[src/rtl/lifo_stack.sv]
// Synchronous LIFO stack with registered pop data, occupancy count and
// sticky overflow/underflow flags; asynchronous active-high clear.
module lifo_stack #(
    parameter int WIDTH = 8,
    parameter int DEPTH = 8,
    parameter int AW    = 3
) (
    input  logic             clk,
    input  logic             clr,
    input  logic             push,
    input  logic             pop,
    input  logic [WIDTH-1:0] din,
    output logic [WIDTH-1:0] dout,
    output logic             dout_vld,
    output logic [AW:0]      count,
    output logic             empty,
    output logic             full,
    output logic             ovf,
    output logic             udf
);

    localparam logic [AW:0] DEPTH_C = (AW+1)'(DEPTH);

    logic [WIDTH-1:0] mem_q [DEPTH];
    logic [AW:0]      count_q, count_d;
    logic [WIDTH-1:0] dout_q, dout_d;
    logic             dout_vld_q, dout_vld_d;
    logic             ovf_q, ovf_d;
    logic             udf_q, udf_d;
    logic             wr_en_s;
    logic [AW-1:0]    wr_idx_s;
    logic [AW-1:0]    top_idx_s;
    logic             empty_s, full_s;

    assign empty_s   = (count_q == {(AW+1){1'b0}});
    assign full_s    = (count_q == DEPTH_C);
    // At count==DEPTH the low bits wrap to 0, so top-1 still lands on DEPTH-1.
    assign top_idx_s = count_q[AW-1:0] - {{(AW-1){1'b0}}, 1'b1};

    // Next-state decode for count, pop data, status flags and the storage write.
    always_comb begin
        count_d    = count_q;
        dout_d     = dout_q;
        dout_vld_d = 1'b0;
        ovf_d      = ovf_q;
        udf_d      = udf_q;
        wr_en_s    = 1'b0;
        wr_idx_s   = count_q[AW-1:0];
        case ({push, pop})
            2'b11: begin
                if (empty_s) begin
                    wr_en_s  = 1'b1;
                    wr_idx_s = {AW{1'b0}};
                    count_d  = {{AW{1'b0}}, 1'b1};
                    udf_d    = 1'b1;
                end else begin
                    dout_d     = mem_q[top_idx_s];
                    dout_vld_d = 1'b1;
                    wr_en_s    = 1'b1;
                    wr_idx_s   = top_idx_s;
                end
            end
            2'b10: begin
                if (full_s) begin
                    ovf_d = 1'b1;
                end else begin
                    wr_en_s = 1'b1;
                    count_d = count_q + {{AW{1'b0}}, 1'b1};
                end
            end
            2'b01: begin
                if (empty_s) begin
                    udf_d = 1'b1;
                end else begin
                    dout_d     = mem_q[top_idx_s];
                    dout_vld_d = 1'b1;
                    count_d    = count_q - {{AW{1'b0}}, 1'b1};
                end
            end
            default: begin
                count_d = count_q;
            end
        endcase
    end

    // Control and status registers, cleared asynchronously.
    always_ff @(posedge clk or posedge clr) begin
        if (clr) begin
            count_q    <= {(AW+1){1'b0}};
            dout_q     <= {WIDTH{1'b0}};
            dout_vld_q <= 1'b0;
            ovf_q      <= 1'b0;
            udf_q      <= 1'b0;
        end else begin
            count_q    <= count_d;
            dout_q     <= dout_d;
            dout_vld_q <= dout_vld_d;
            ovf_q      <= ovf_d;
            udf_q      <= udf_d;
        end
    end

    // Stack storage; contents are don't-care after clear so it has no reset.
    always_ff @(posedge clk) begin
        if (wr_en_s) begin
            mem_q[wr_idx_s] <= din;
        end else begin
            mem_q[wr_idx_s] <= mem_q[wr_idx_s];
        end
    end

    assign dout     = dout_q;
    assign dout_vld = dout_vld_q;
    assign count    = count_q;
    assign empty    = empty_s;
    assign full     = full_s;
    assign ovf      = ovf_q;
    assign udf      = udf_q;

endmodule

[config.mk]
export PLATFORM = sky130hd
export DESIGN_NAME = lifo_stack
export DESIGN_NICKNAME = d
export VERILOG_FILES = /design/src/rtl/lifo_stack.sv
export SDC_FILE = /design/constraint.sdc
export NUM_CORES = 1
export LEC_CHECK = 0
export ABC_CLOCK_PERIOD_IN_PS = 4620
export CORE_MARGIN = 2
export CORE_UTILIZATION = 35
export CTS_CLUSTER_DIAMETER = 100
export DETAILED_ROUTE_END_ITERATION = 12
export HOLD_SLACK_MARGIN = 0.1
export PLACE_DENSITY = 0.65
export SYNTH_ARGS = -nofsm -noshare
export SYNTH_HDL_FRONTEND = slang
export SYNTH_SLANG_ARGS = --single-unit
[constraint.sdc]
create_clock -name clk -period 4.62 [get_ports clk]
set_clock_uncertainty 0.2 [all_clocks]
set_input_delay 0.462 -clock clk [delete_from_list [all_inputs] [get_ports clk]]
set_output_delay 0.462 -clock clk [all_outputs]
set_load 0.05 [all_outputs]
# After elaboration in Yosys (flattened, before gate mapping)
# Memory sizes are Yosys's and may differ from the RTL's. A register that Yosys moved wholly into a read port is not among the register bits.
# Index checks and enable logic that the tools add are counted.
dict set report op_classes {
  addsub 3
  eq_ne 8
  muxes 14
  bitwise_logic 2
  reduce_logical 8
}
# op n
set ops {}
lappend ops {{4-bit 2-to-1 mux} 3}
lappend ops {{4-bit one-hot mux with 3 select lines} 1}
lappend ops {{8-bit 2-to-1 mux} 1}
lappend ops {{2-bit AND reduction} 4}
lappend ops {{1-bit 2-to-1 mux} 6}
lappend ops {{3-bit 2-to-1 mux} 2}
lappend ops {{2-bit != test, second input constant} 3}
lappend ops {{4-bit by 1-bit adder with 4-bit output, second input constant} 1}
lappend ops {{2-bit == test, second input constant} 2}
lappend ops {{4-bit == test, second input constant} 1}
lappend ops {{4-bit logical NOT} 1}
lappend ops {{4-bit AND reduction} 1}
lappend ops {{4-bit by 1-bit subtractor with 4-bit output, second input constant} 1}
lappend ops {{3-bit nonzero test} 1}
lappend ops {{3-bit by 1-bit subtractor with 3-bit output, second input constant} 1}
lappend ops {{2-bit by 1-bit == test with 1-bit output, second input constant} 1}
lappend ops {{1-bit one-hot mux with 2 select lines} 1}
lappend ops {{2-bit OR reduction} 1}
lappend ops {{0-bit != test} 1}
lappend ops {{1-bit NOT} 1}
lappend ops {{1-bit OR} 1}
dict set report totals {
  reg_bits 7
  mem_bits_rw 64
  inputBits 12
  out_inout_bits 17
  elab_cells 40
  n_memories 1
}
# memory depth width read_ports rd_ports_with_merged_regs write_ports line_no
set memory_table {}
lappend memory_table {mem_q 8 8 1 1 1 24} ;# logic [WIDTH-1:0] mem_q [DEPTH];

# Logic depth before layout (Yosys ltp)
# Gate-level depths: netlist of the first run.
dict set report logic_depth {
  word_depth 6
  ltp_mapped 10
  ltp_nobuf 8
}

# Least setup slack after synthesis of the first run
# Ideal clock, no wire load.
dict set report synth_timing {
  path_kind {flip-flop to flip-flop}
  from {register count_q[0] (netlist: count[0])}
  to {memory mem_q[5][0] (enable)}
  setup_time_ns 0.383
  arrival_time_ns 3.070
  t_required_ns 4.037
  slack_ns 0.966
  stages_incl_launch_ff 10
  n_path_buf 2
  period_less_slack_ns 3.654
  path_cell_list {dfrtp_1 > clkbuf_1 > buf_2 > inv_1 > ha_1 > or3b_4 > inv_1 > nor2_1 > mux2_2 > nor3_1}
}
dict set report synth_between {
  word_cells_on_any_way 12
  cone_classes {add/sub (1); eq/ne (1); mux (7); bitwise (1); reduce/logical (2)}
}
# element line_no
set synth_rtl {}
lappend synth_rtl {{from (decl)} 25} ;# logic [AW:0] count_q, count_d;
lappend synth_rtl {{from (signal assigned)} 89} ;# count_q <= {(AW+1){1'b0}};
lappend synth_rtl {{from (signal assigned)} 95} ;# count_q <= count_d;
lappend synth_rtl {{4-bit logical NOT} 35} ;# assign empty_s = (count_q == {(AW+1){1'b0}});
lappend synth_rtl {{via empty} 16} ;# output logic empty,
lappend synth_rtl {{3-bit 2-to-1 mux} 51} ;# if (empty_s) begin
lappend synth_rtl {{3-bit 2-to-1 mux} 49} ;# case ({push, pop})
lappend synth_rtl {{to (decl)} 24}
# The timed path passes the listed nets, and every way through them passes these cells.

# Worst setup path after layout of the first run
dict set report layout_timing {
  from {register count_q[1] (netlist: count[1])}
  to {output port empty}
}
dict set report layout_between {
  elab_chain_cells 1
}
# element line_no
set layout_rtl {}
lappend layout_rtl {{4-bit logical NOT} 35}
lappend layout_rtl {{to (decl)} 16}
# Every way passes these cells.

==> impl_results.md, run 1 <==
- Gr usage total: 13.0%
- Hold_buf cts: 0
- Num ports: 29
- Relative slew slack: between 40% and 50%
- Via count: 1788
- RSZ-0062 raised after global routing: false
- Synthesis-stage register bit count: 79
- Largest net degree at the start of global routing: 25
- Syn Inst Count: 202
- Area grow syn2layout: 20.0%
- Pint: about 1600 uW
- Setup Viol. Count Final: 0
- Sw frac: 37.9%
- Synth unique cells: 33
- Post-DP HPWL: 4080 um
- Worst-Margin Slew: about 0.90 ns
- Post-route ant nets: 0
- Result of the run: completed
- Cell row count: 35
- Crit-path max FO: 9
- First-pass GRT wire length: 9840 um
- DRT Wirelength: 6190 um
- Syn nets: 222
- Core box area: ~9300 sq um
- CTS clk-pin slew, worst paths: 0.08 ns
- Drt wl/cell: 16.6 um
- Fin util: 43.4%
- Crit path from: count[1]
- Commonest non-fill, non-tap cell in the layout: edfxtp_1
- Netlist Area Pre-Place: 3360 sq um
- Final nets: between 200 and 300
- Largest cells by area after synthesis: edfxtp_1 (57%), dfrtp_1 (11%), mux4_2 (11%)
- Power Density: 651 nW/um^2
- Yosys top cell area share: approximately 57%
- Die height: 102 um
- Source of the worst hold timing path: ovf
- CTS Root Cell: clkbuf_8
- Initial Util: between 30% and 40%
- Critical path's slowest cell: clkdlybuf4s50_1
- Layout filler cell count: around 860
- CP Cell Sequence: inv_1 -> ha_1 -> or3b_4 -> inv_1 -> clkdlybuf4s50_1
- Cells after DPL: about 360
- CP max stage delay: 0.81 ns
- Routed vias/inst: 4.78
- Slew Limit Fails: 0
- Post-Syn Area per Cell: 16.6 sq um
- Remaining Overflow, GRT: 0
- Setup TNS: 0 ns
- Die X: 102 um
- Diode count: 0
- Detailed Routing Iterations Pass 1: 4
- Critical setup path kind: reg2out
- DR DRC count: 0
- Clock tree buffer depth: 2
- Logic pwr share: 43.0%
- Minimum clock period: 3.15 ns
- CTS tree: done
- Number of global-route vias before repair: 1836
- Warnings, synthesis: 0
- Total CTS buffers: 9
- Gates resized, CTS repair: 0
- Critical Path Start Type: flop
- Delay-heaviest family, CP: buffers and inverters
- WP buf/inv: 3
- Final hold violation count: 0
- Share of cells above drive strength 1: a little under a fifth
- Clock latency at the later pin of the worst-skew pair: roughly 0.35 ns
- Final hold slack: 0.259 ns
- Leading area contributor after synthesis: edfxtp_1
- Starting DRT DRC Count: 70
- Worst Hold Class: reg2reg
- Most frequent cells in the layout: edfxtp_1 (64), clkdlybuf4s50_1 (28), mux4_2 (16)
- LEAKAGE: 0.00144 uW
- Crit share post-route: 68.1%
- Finished Layout Cells: about 370
- Clk pwr share: 19.6%
- Max Freq: 318 MHz
- Worst vdd ir: approximately 220 uV
- Critical Path AT: 2.48 ns
- Clk sinks: 79
- Post-CTS Repair Setup Buffers: 0
- Die footprint: 10400 sq um
- Most used cell, CP: inv_1
- Max-cap violations: 0
- Register area share after synthesis: 68.4%
- CP Capture Type: output pin
- H-Tree Depth: 3
- Reg2reg start: count[1]
- Sw Pwr: roughly 1000 uW
- Gp weighted congestion: between 0.7 and 0.8
- Critical Path RT: 3.96 ns
- Port bufs: 28
- Power share of the sequential group: 37.3%
- Antenna violations before repair: 0
==> stage by stage <==
step	worst slack, ns	power, uW	area [sq um]
6_report	1.47	2620	4030
5_1_grt	1.35	2760	4030
4_1_cts	1.46	2650	4030
3_5_place_dp	1.59	2130	3830
3_3_place_gp	1.66	2120	3830
2_1_floorplan	0.966	1800	3360
==> power by group through the flow <==
stage / Clock [uW] / Combinational (uW) / Sequential [uW]
after floorplan: 0 / 625 / 1170
after global placement: 0 / 1120 / 993
after detailed placement: 0 / 1130 / 997
after CTS: 529 / 1140 / 981
after global routing: 553 / 1210 / 996
final: 515 / 1130 / 980
==> per-layer routing <==
layer / part of all wire (%) / track usage (%)
met1: 46 / 18.1
met2: 47 / 20.4
met3: 6.6 / 4.31
met4: 0.60 / 2.46
met5: 0 / 0
==> kinds of logic (layout without fill, tap and decap cells) <==
group                    after synthesis  after routing  share of synthesized area, %
adder cells (fa/ha/maj)                8              8                          2.98
buffers and inverters                 18             61                          2.20
AO/OA/AOI/OAI                         28             28                          4.99
XOR/XNOR                               4              4                          1.27
multiplexers                          28             28                          14.3
flip-flops                            79             79                          68.4
AND/OR/NAND/NOR                       37             37                          5.88
==> flip-flops by register name, summed over array words and instances (netlist names) <==
name	count
dout	8
ovf	1
udf	1
count	4
mem_q	64
dout_vld	1
==> synthesized netlist by cell type (all sizes together) <==
library cell / instances
dfrtp: 15
nand2: 2
ha: 8
a21o: 3
mux4: 16
xor2: 4
a22o: 1
nand2b: 1
nor2b: 2
a31oi: 1
mux2i: 11
edfxtp: 64
or3: 1
nor2: 14
and2b: 1
a221o: 1
buf: 5
and3b: 2
mux2: 1
nor3: 9
a21oi: 13
clkbuf: 5
a32oi: 1
or3b: 1
inv: 8
nand3: 1
o21bai: 1
nand3b: 2
o21ai: 6
a211o: 1
and2: 1
==> final cells by class <==
type,count,area (sq um),area share (%)
Sequential cell,79,2300,57.0
Inverter,8,30.0,0.745
Multi-Input combinational cell,105,990,24.5
Timing Repair Buffer,37,348,8.63
Clock buffer,9,124,3.07
Tap cell,129,161,4.00
Clock inverter,7,81.3,2.02
==> final timing paths <==
check,to,cells past startpoint,slack [ns]
min reg2reg,ovf,1,0.26
max in group asynchronous,count[3],2,3.57
max,empty,5,1.47
max reg2reg,mem_q[3][5],6,1.70
min in group asynchronous,dout[1],2,0.27
min,ovf,1,0.26
(Power assumes the default switching activity.)
==> run 2: changes to the inputs <==
--- a/config.mk
+++ b/config.mk
@@ -5,13 +5,13 @@
 export SDC_FILE = /design/constraint.sdc
 export NUM_CORES = 1
 export LEC_CHECK = 0
-export ABC_CLOCK_PERIOD_IN_PS = 4620
+export ABC_CLOCK_PERIOD_IN_PS = 2640
 export CORE_MARGIN = 2
 export CORE_UTILIZATION = 35
 export CTS_CLUSTER_DIAMETER = 100
 export DETAILED_ROUTE_END_ITERATION = 12
 export HOLD_SLACK_MARGIN = 0.1
-export PLACE_DENSITY = 0.65
+export PLACE_DENSITY = 0.67
 export SYNTH_ARGS = -nofsm -noshare
 export SYNTH_HDL_FRONTEND = slang
 export SYNTH_SLANG_ARGS = --single-unit
==> constraint.sdc (replaced) <==
create_clock -name clk -period 2.64 [get_ports clk]
set_clock_uncertainty 0.2 [all_clocks]
set_input_delay 0.264 -clock clk [delete_from_list [all_inputs] [get_ports clk]]
set_output_delay 0.264 -clock clk [all_outputs]
set_load 0.05 [all_outputs]
==> run 2 against run 1 <==
- combinational power grew 100%
- wire length grew 3.9%
- core utilization grew 2.9 points
- non-clock buffer count grew 12
==> impl_results.md, run 2 (synthesis results as in run 1) <==
- Max reg flops: 64 (unchanged)
- CP max stage delay: 0.47 ns (was 0.81 ns)
- Max Freq: approximately 390 MHz
- DR DRC count: 0 (unchanged)
- R2r endpoint: mem_q[0][4] (was mem_q[3][5])
- Core box area: 9280 sq um (unchanged)
- Starting DRT DRC Count: 71 (was 70)
- Critical Path End: mem_q[0][4] (was empty)
- Minimum clock period: 2.55 ns
- WP buf/inv: 3 (unchanged)
- Final nets: 272 (was 260)
- Die X: 102 um (unchanged)
- Post-CTS Repair Setup Buffers: 0 (unchanged)
- Share of cells above drive strength 1: 28.4% (was 18.4%)
- Worst Hold Class: reg2reg (unchanged)
- Pint: 2990 uW (was 1630 uW)
- Clk pwr share: 18.8% (was 19.6%)
- Fin util: 46.3% (was 43.4%)
- Delay-heaviest family, CP: simple AND/OR/NAND/NOR gates (was buffers and inverters)
- Slack of the worst reg-to-reg path: 0.09 ns (was 1.70 ns)
- CTS clk-pin slew, worst paths: 0.08 ns (about the same)
- Commonest non-fill, non-tap cell in the layout: edfxtp_1 (unchanged)
- Cell row count: 35 (unchanged)
- Routed vias/inst: 4.84 (was 4.78)
- Logic pwr share: 46.3% (was 43.0%)
- Drt wl/cell: 16.7 um (was 16.6 um)
- Post-route ant nets: 0 (unchanged)
- Num ports: 29 (unchanged)
- Total CTS buffers: 9 (unchanged)
- Critical Path RT: 2.49 ns (was 3.96 ns)
- Largest register by flop count: mem_q (unchanged)
- Layout filler cell count: 828 (was 855)
- Number of global-route vias before repair: 1917 (was 1836)
- WP depth: 8 (was 5)
- Critical Path Start Type: flop (unchanged)
- Gr usage total: 13.8% (was 13.0%)
- Critical Path AT: 2.40 ns (was 2.48 ns)
- Crit share post-route: a little over nine tenths
- Critical setup path kind: reg2reg (was reg2out)
- Sw Pwr: 1890 uW (was 993 uW)
- H-Tree Depth: 3 (unchanged)
- Setup TNS: 0 ns (unchanged)
- Initial Util: 36.2% (unchanged)
- Critical path's slowest cell: dfrtp_2 (was clkdlybuf4s50_1)
- Worst vdd ir: 448 uV (was 221 uV)
- Max-cap violations: 0 (unchanged)
- Sw frac: 38.8% (was 37.9%)
- Die footprint: 10400 sq um (unchanged)
- Setup Viol. Count Final: 0 (unchanged)
- Via count: 1870 (was 1788)
- CP Cell Sequence: inv_6 -> ha_4 -> or3b_4 -> clkinvlp_4 -> nor2_2 -> mux2_4 -> nor3_4 -> buf_4 (was inv_1 -> ha_1 -> or3b_4 -> inv_1 -> clkdlybuf4s50_1)
- Detailed Routing Iterations Pass 1: 4 (unchanged)
- Clock latency at the later pin of the worst-skew pair: 0.34 ns (was 0.35 ns)
- Worst r2r path cells: 8 (was 6)
- Most frequent cells in the layout: edfxtp_1 (64), clkdlybuf4s50_1 (25), buf_4 (18) (was edfxtp_1 (64), clkdlybuf4s50_1 (28), mux4_2 (16))
- Clock tree buffer depth: 2 (unchanged)
- Crit path from: count[0] (was count[1])
- Die height: 102 um (unchanged)
- Clk sinks: 79 (unchanged)
- Area grow syn2layout: 27.9% (was 20.0%)
- Diode count: 0 (unchanged)
- LEAKAGE: 0.00155 uW (was 0.00144 uW)
- RSZ-0062 raised after global routing: false (unchanged)
- Crit-path max FO: 8 (was 9)
- Worst-Margin Slew: 0.915 ns (was 0.896 ns)
- Antenna violations before repair: 0 (unchanged)
- Port bufs: 28 (unchanged)
- Relative slew slack: 38.8% (was 40.0%)
- Post-DP HPWL: 4350 um (was 4080 um)
- Final hold violation count: 0 (unchanged)
- Remaining Overflow, GRT: 0 (unchanged)
- Result of the run: completed (unchanged)
- Power share of the sequential group: 34.9% (was 37.3%)
- Reg2reg start: count[0] (was count[1])
- CTS Root Cell: clkbuf_8 (unchanged)
- First-pass GRT wire length: 10400 um (was 9840 um)
- CP Capture Type: flop (was output pin)
- Slew Limit Fails: 0 (unchanged)
- Largest net degree at the start of global routing: 21 (was 25)
- Power Density: 1140 nW/um^2 (was 651 nW/um^2)
- CTS tree: done (unchanged)
- Gp weighted congestion: 0.780 (was 0.776)
- DRT Wirelength: 6430 um (was 6190 um)
-- run 2: cell type report --
cell class,count,area [sq um],share of cell area (%)
multi-input combinational,105,1100,25.6
inverter,8,38.8,0.902
sequential,79,2300,53.5
tap,129,161,3.76
clock buffer,9,124,2.88
timing repair buffer,49,488,11.4
clock inverter,7,83.8,1.95
-- run 2: metrics by stage --
step | setup slack, ns | hold slack, ns | power, uW | std cells | instance area, sq um
2_1_floorplan | -0.263 | -0.0347 | 3330 | 202 | 3510
3_3_place_gp | 0.0112 | 0.238 | 3980 | 369 | 4080
3_5_place_dp | -0.0406 | 0.244 | 4020 | 369 | 4080
4_1_cts | 0.0479 | 0.264 | 4950 | 386 | 4300
5_1_grt | 0.0257 | 0.297 | 5160 | 386 | 4300
6_report | 0.0910 | 0.259 | 4880 | 386 | 4300
-- run 2: power groups by stage --
stage	Sequential, uW	Combinational, uW	Clock (uW)
final	1710	2260	917
after detailed placement	1740	2280	0
after global placement	1730	2250	0
after CTS	1710	2290	953
after floorplan	2050	1280	0
after global routing	1730	2410	1010
-- run 2: repair_timing --
item                       4_1_cts  5_1_grt
hold buffers                     1        0
hold endpoints to repair        15        0
gates resized for setup          0        1
setup endpoints to repair        0        1
-- run 2: worst min path at each step --
stage               startpoint        to  slack [ns]  cells past startpoint
CTS                        ovf       ovf        0.26                      1
global placement           ovf       ovf        0.24                      1
finish                     ovf       ovf        0.26                      1
floorplan                  clr  count[2]       -0.03                      1
global route               ovf       ovf        0.30                      1
detailed placement         ovf       ovf        0.24                      1
-- run 2: worst register-to-register path, cell delays in order (launching register included) --
cell and delay (ns):
dfrtp_2 0.47, inv_6 0.10, ha_4 0.14, or3b_4 0.41, clkinvlp_4 0.13, nor2_2 0.05, mux2_4 0.32, nor3_4 0.19
buf_4 0.23
-- run 2: layer usage --
metal / share of wire [%] / track usage, % / vias to the layer above
met5: 0 / 0 / -
met4: 1.7 / 5.54 / 0
met3: 3.9 / 3.63 / 10
met2: 47 / 21.6 / 45
met1: 47 / 18.4 / 933
li1: - / - / 882
==> run 3: changes to the inputs <==
--- a/config.mk
+++ b/config.mk
@@ -10,6 +10,7 @@
 export CORE_UTILIZATION = 35
 export CTS_CLUSTER_DIAMETER = 100
 export DETAILED_ROUTE_END_ITERATION = 12
+export GPL_TIMING_DRIVEN = 0
 export HOLD_SLACK_MARGIN = 0.1
 export PLACE_DENSITY = 0.67
 export SYNTH_ARGS = -nofsm -noshare
==> run 3 against run 2 <==
- clock-buffer cell count increased by 1
- critical endpoint is now mem_q[1][5]
- core utilization up 0.70 points
- worst setup slack gained 0.013 ns
- cell count decreased by 0.26%
- largest power group unchanged
- highest routed layer unchanged
- total power increased by 4.2%
- design area is 1.5% higher
- sequential share of layout area shrank 0.80 points
- die area is the same
==> impl_results.md, run 3 (synthesis results as in run 1) <==
- Post-route ant nets: 0 (unchanged)
- Final hold violation count: 0 (unchanged)
- WL met2: 3290 um (was 3050 um)
- Minimum clock period: 2.54 ns (was 2.55 ns)
- CP max stage delay: 0.42 ns (was 0.47 ns)
- Num ports: 29 (unchanged)
- Highest metal used: met4 (unchanged)
- Logic pwr share: 45.3% (was 46.3%)
- Crit-path max FO: 14 (was 8)
- CTS clk-pin slew, worst paths: 0.08 ns (about the same)
- Die footprint: 10400 sq um (unchanged)
- Commonest non-fill, non-tap cell in the layout: edfxtp_1 (unchanged)
- Diode count: 0 (unchanged)
- Setup slack after layout: 0.104 ns (was 0.0910 ns)
- CTS Root Cell: clkbuf_8 (unchanged)
- Relative slew slack: 47.4% (was 38.8%)
- Placed inst area: 3950 sq um (was 4080 sq um)
- Clk pwr share: 21.2% (was 18.8%)
- Die X: 102 um (unchanged)
- H-Tree Depth: 3 (unchanged)
- Post-Place Setup Slack: -0.523 ns (was -0.0406 ns)
- Area grow syn2layout: 29.8% (was 27.9%)
- DR DRC count: 0 (unchanged)
- Gr usage total: 13.5% (was 13.8%)
- Port bufs: 28 (unchanged)
- Critical Path Start Type: flop (unchanged)
- Design area: 4360 sq um (was 4300 sq um)
- Final nets: 271 (was 272)
- CP Capture Type: flop (unchanged)
- Critical setup path kind: reg2reg (unchanged)
- Final hold slack: 0.261 ns (was 0.259 ns)
- LEAKAGE: 0.00156 uW (was 0.00155 uW)
- Share of cells above drive strength 1: 28.5% (was 28.4%)
- Max-cap violations: 0 (unchanged)
- Detailed Routing Iterations Pass 1: 4 (unchanged)
- Clock tree buffer depth: 2 (unchanged)
- Core box area: 9280 sq um (unchanged)
- Crit path from: count[0] (unchanged)
- Result of the run: completed (unchanged)
- Setup Viol. Count Final: 0 (unchanged)
- Cell row count: 35 (unchanged)
- Via count: 1857 (was 1870)
- Crit share post-route: 96.1% (was 96.6%)
- Reg2reg start: count[0] (unchanged)
- Number of global-route vias before repair: 1933 (was 1917)
- Most frequent cells in the layout: edfxtp_1 (64), clkdlybuf4s50_1 (26), mux4_2 (16) (was edfxtp_1 (64), clkdlybuf4s50_1 (25), buf_4 (18))
- Power Density: 1170 nW/um^2 (was 1140 nW/um^2)
- Largest net degree at the start of global routing: 16 (was 21)
- Die height: 102 um (unchanged)
- Power share of the sequential group: 33.5% (was 34.9%)
- Max Freq: 394 MHz (was 392 MHz)
- Sw frac: 37.2% (was 38.8%)
- Total CTS buffers: 9 (unchanged)
- WP buf/inv: 4 (was 3)
- Antenna violations before repair: 0 (unchanged)
- Source of the worst hold timing path: ovf (unchanged)
- CP Cell Sequence: buf_8 -> inv_6 -> ha_4 -> or3b_4 -> clkinvlp_4 -> nor2_2 -> mux2_4 -> nor3_4 -> buf_12 (was inv_6 -> ha_4 -> or3b_4 -> clkinvlp_4 -> nor2_2 -> mux2_4 -> nor3_4 -> buf_4)
- WL met1: 2820 um (was 3020 um)
- Worst-Margin Slew: 0.783 ns (was 0.915 ns)
- Remaining Overflow, GRT: 0 (unchanged)
- Post-DP HPWL: 4100 um (was 4350 um)
- Drt wl/cell: 16.6 um (was 16.7 um)
- DRT Wirelength: 6410 um (was 6430 um)
- Slew Limit Fails: 0 (unchanged)
- Gp weighted congestion: 0.800 (was 0.780)
- Max reg flops: 64 (unchanged)
- Routed vias/inst: 4.82 (was 4.84)
- Worst vdd ir: 387 uV (was 448 uV)
- First-pass GRT wire length: 9930 um (was 10400 um)
- Starting DRT DRC Count: 66 (was 71)
- Critical path's slowest cell: dfrtp_2 (unchanged)
- Clk sinks: 79 (unchanged)
- Critical Path RT: 2.51 ns (was 2.49 ns)
- Wire length on met3: 165 um (was 250 um)
- Largest register by flop count: mem_q (unchanged)
- Worst Hold Class: reg2reg (unchanged)
- Clock latency at the later pin of the worst-skew pair: 0.35 ns (was 0.34 ns)
- RSZ-0062 raised after global routing: false (unchanged)
- Critical Path AT: 2.40 ns (about the same)
- Delay-heaviest family, CP: simple AND/OR/NAND/NOR gates (unchanged)
- Initial Util: 36.2% (unchanged)
- Setup TNS: 0 ns (unchanged)
- Layout filler cell count: 815 (was 828)
- Sw Pwr: 1890 uW (about the same)
- Pint: 3200 uW (was 2990 uW)
- CTS tree: done (unchanged)
-- run 3: cell types whose count changed in the layout (fill, tap and decap cells not counted), sizes merged, moves of 2 or more --
cell    change
buf         -5
bufinv      +2
clkbuf      +3
inv         -2
-- run 3: metal layers --
layer / track usage (%) / vias to the layer above
met5: 0 / -
met4: 6.77 / 0
met3: 2.67 / 9
met2: 22.9 / 37
met1: 16.5 / 924
li1: - / 887
-- run 3: power groups by stage --
stage	combinational (uW)	clock (uW)	sequential, uW
after CTS	2300	1110	1690
after global placement	2190	0	1710
final	2300	1080	1700
after floorplan	1280	0	2050
after global routing	2460	1150	1730
after detailed placement	2200	0	1720
-- run 3: final cells by class --
class	count	area (sq um)	area share [%]
Sequential cell	79	2300	52.7
Multi-Input combinational cell	105	1120	25.7
Clock inverter	6	115	2.64
Inverter	8	38.8	0.889
Buffer	7	43.8	1.00
Timing Repair Buffer	41	455	10.4
Tap cell	129	161	3.70
Clock buffer	10	128	2.93
-- run 3: path summary, 6_finish.rpt --
check | endpoint | slack (ns) | cells after the start
worst max-delay path | mem_q[1][5] | 0.10 | 9
worst min-delay path | ovf | 0.26 | 1
worst max register to register | mem_q[1][5] | 0.10 | 9
worst min register to register | ovf | 0.26 | 1
max in group asynchronous | count[1] | 1.17 | 3
min in group asynchronous | dout[2] | 0.63 | 3
-- run 3: through the flow --
stage	power (uW)	std cells	util, %
final	5090	385	47.0
after floorplan	3330	202	-
after global placement	3900	359	42.5
after detailed placement	3930	359	42.5
after CTS	5100	385	46.5
after global routing	5350	385	47.0
-- run 3: repair_timing --
action,4_1_cts,5_1_grt
pin swaps,8,1
setup endpoints to repair,74,71
resized for setup,7,4
hold buffers,1,0
buffers inserted,10,2
hold endpoints to repair,2,0
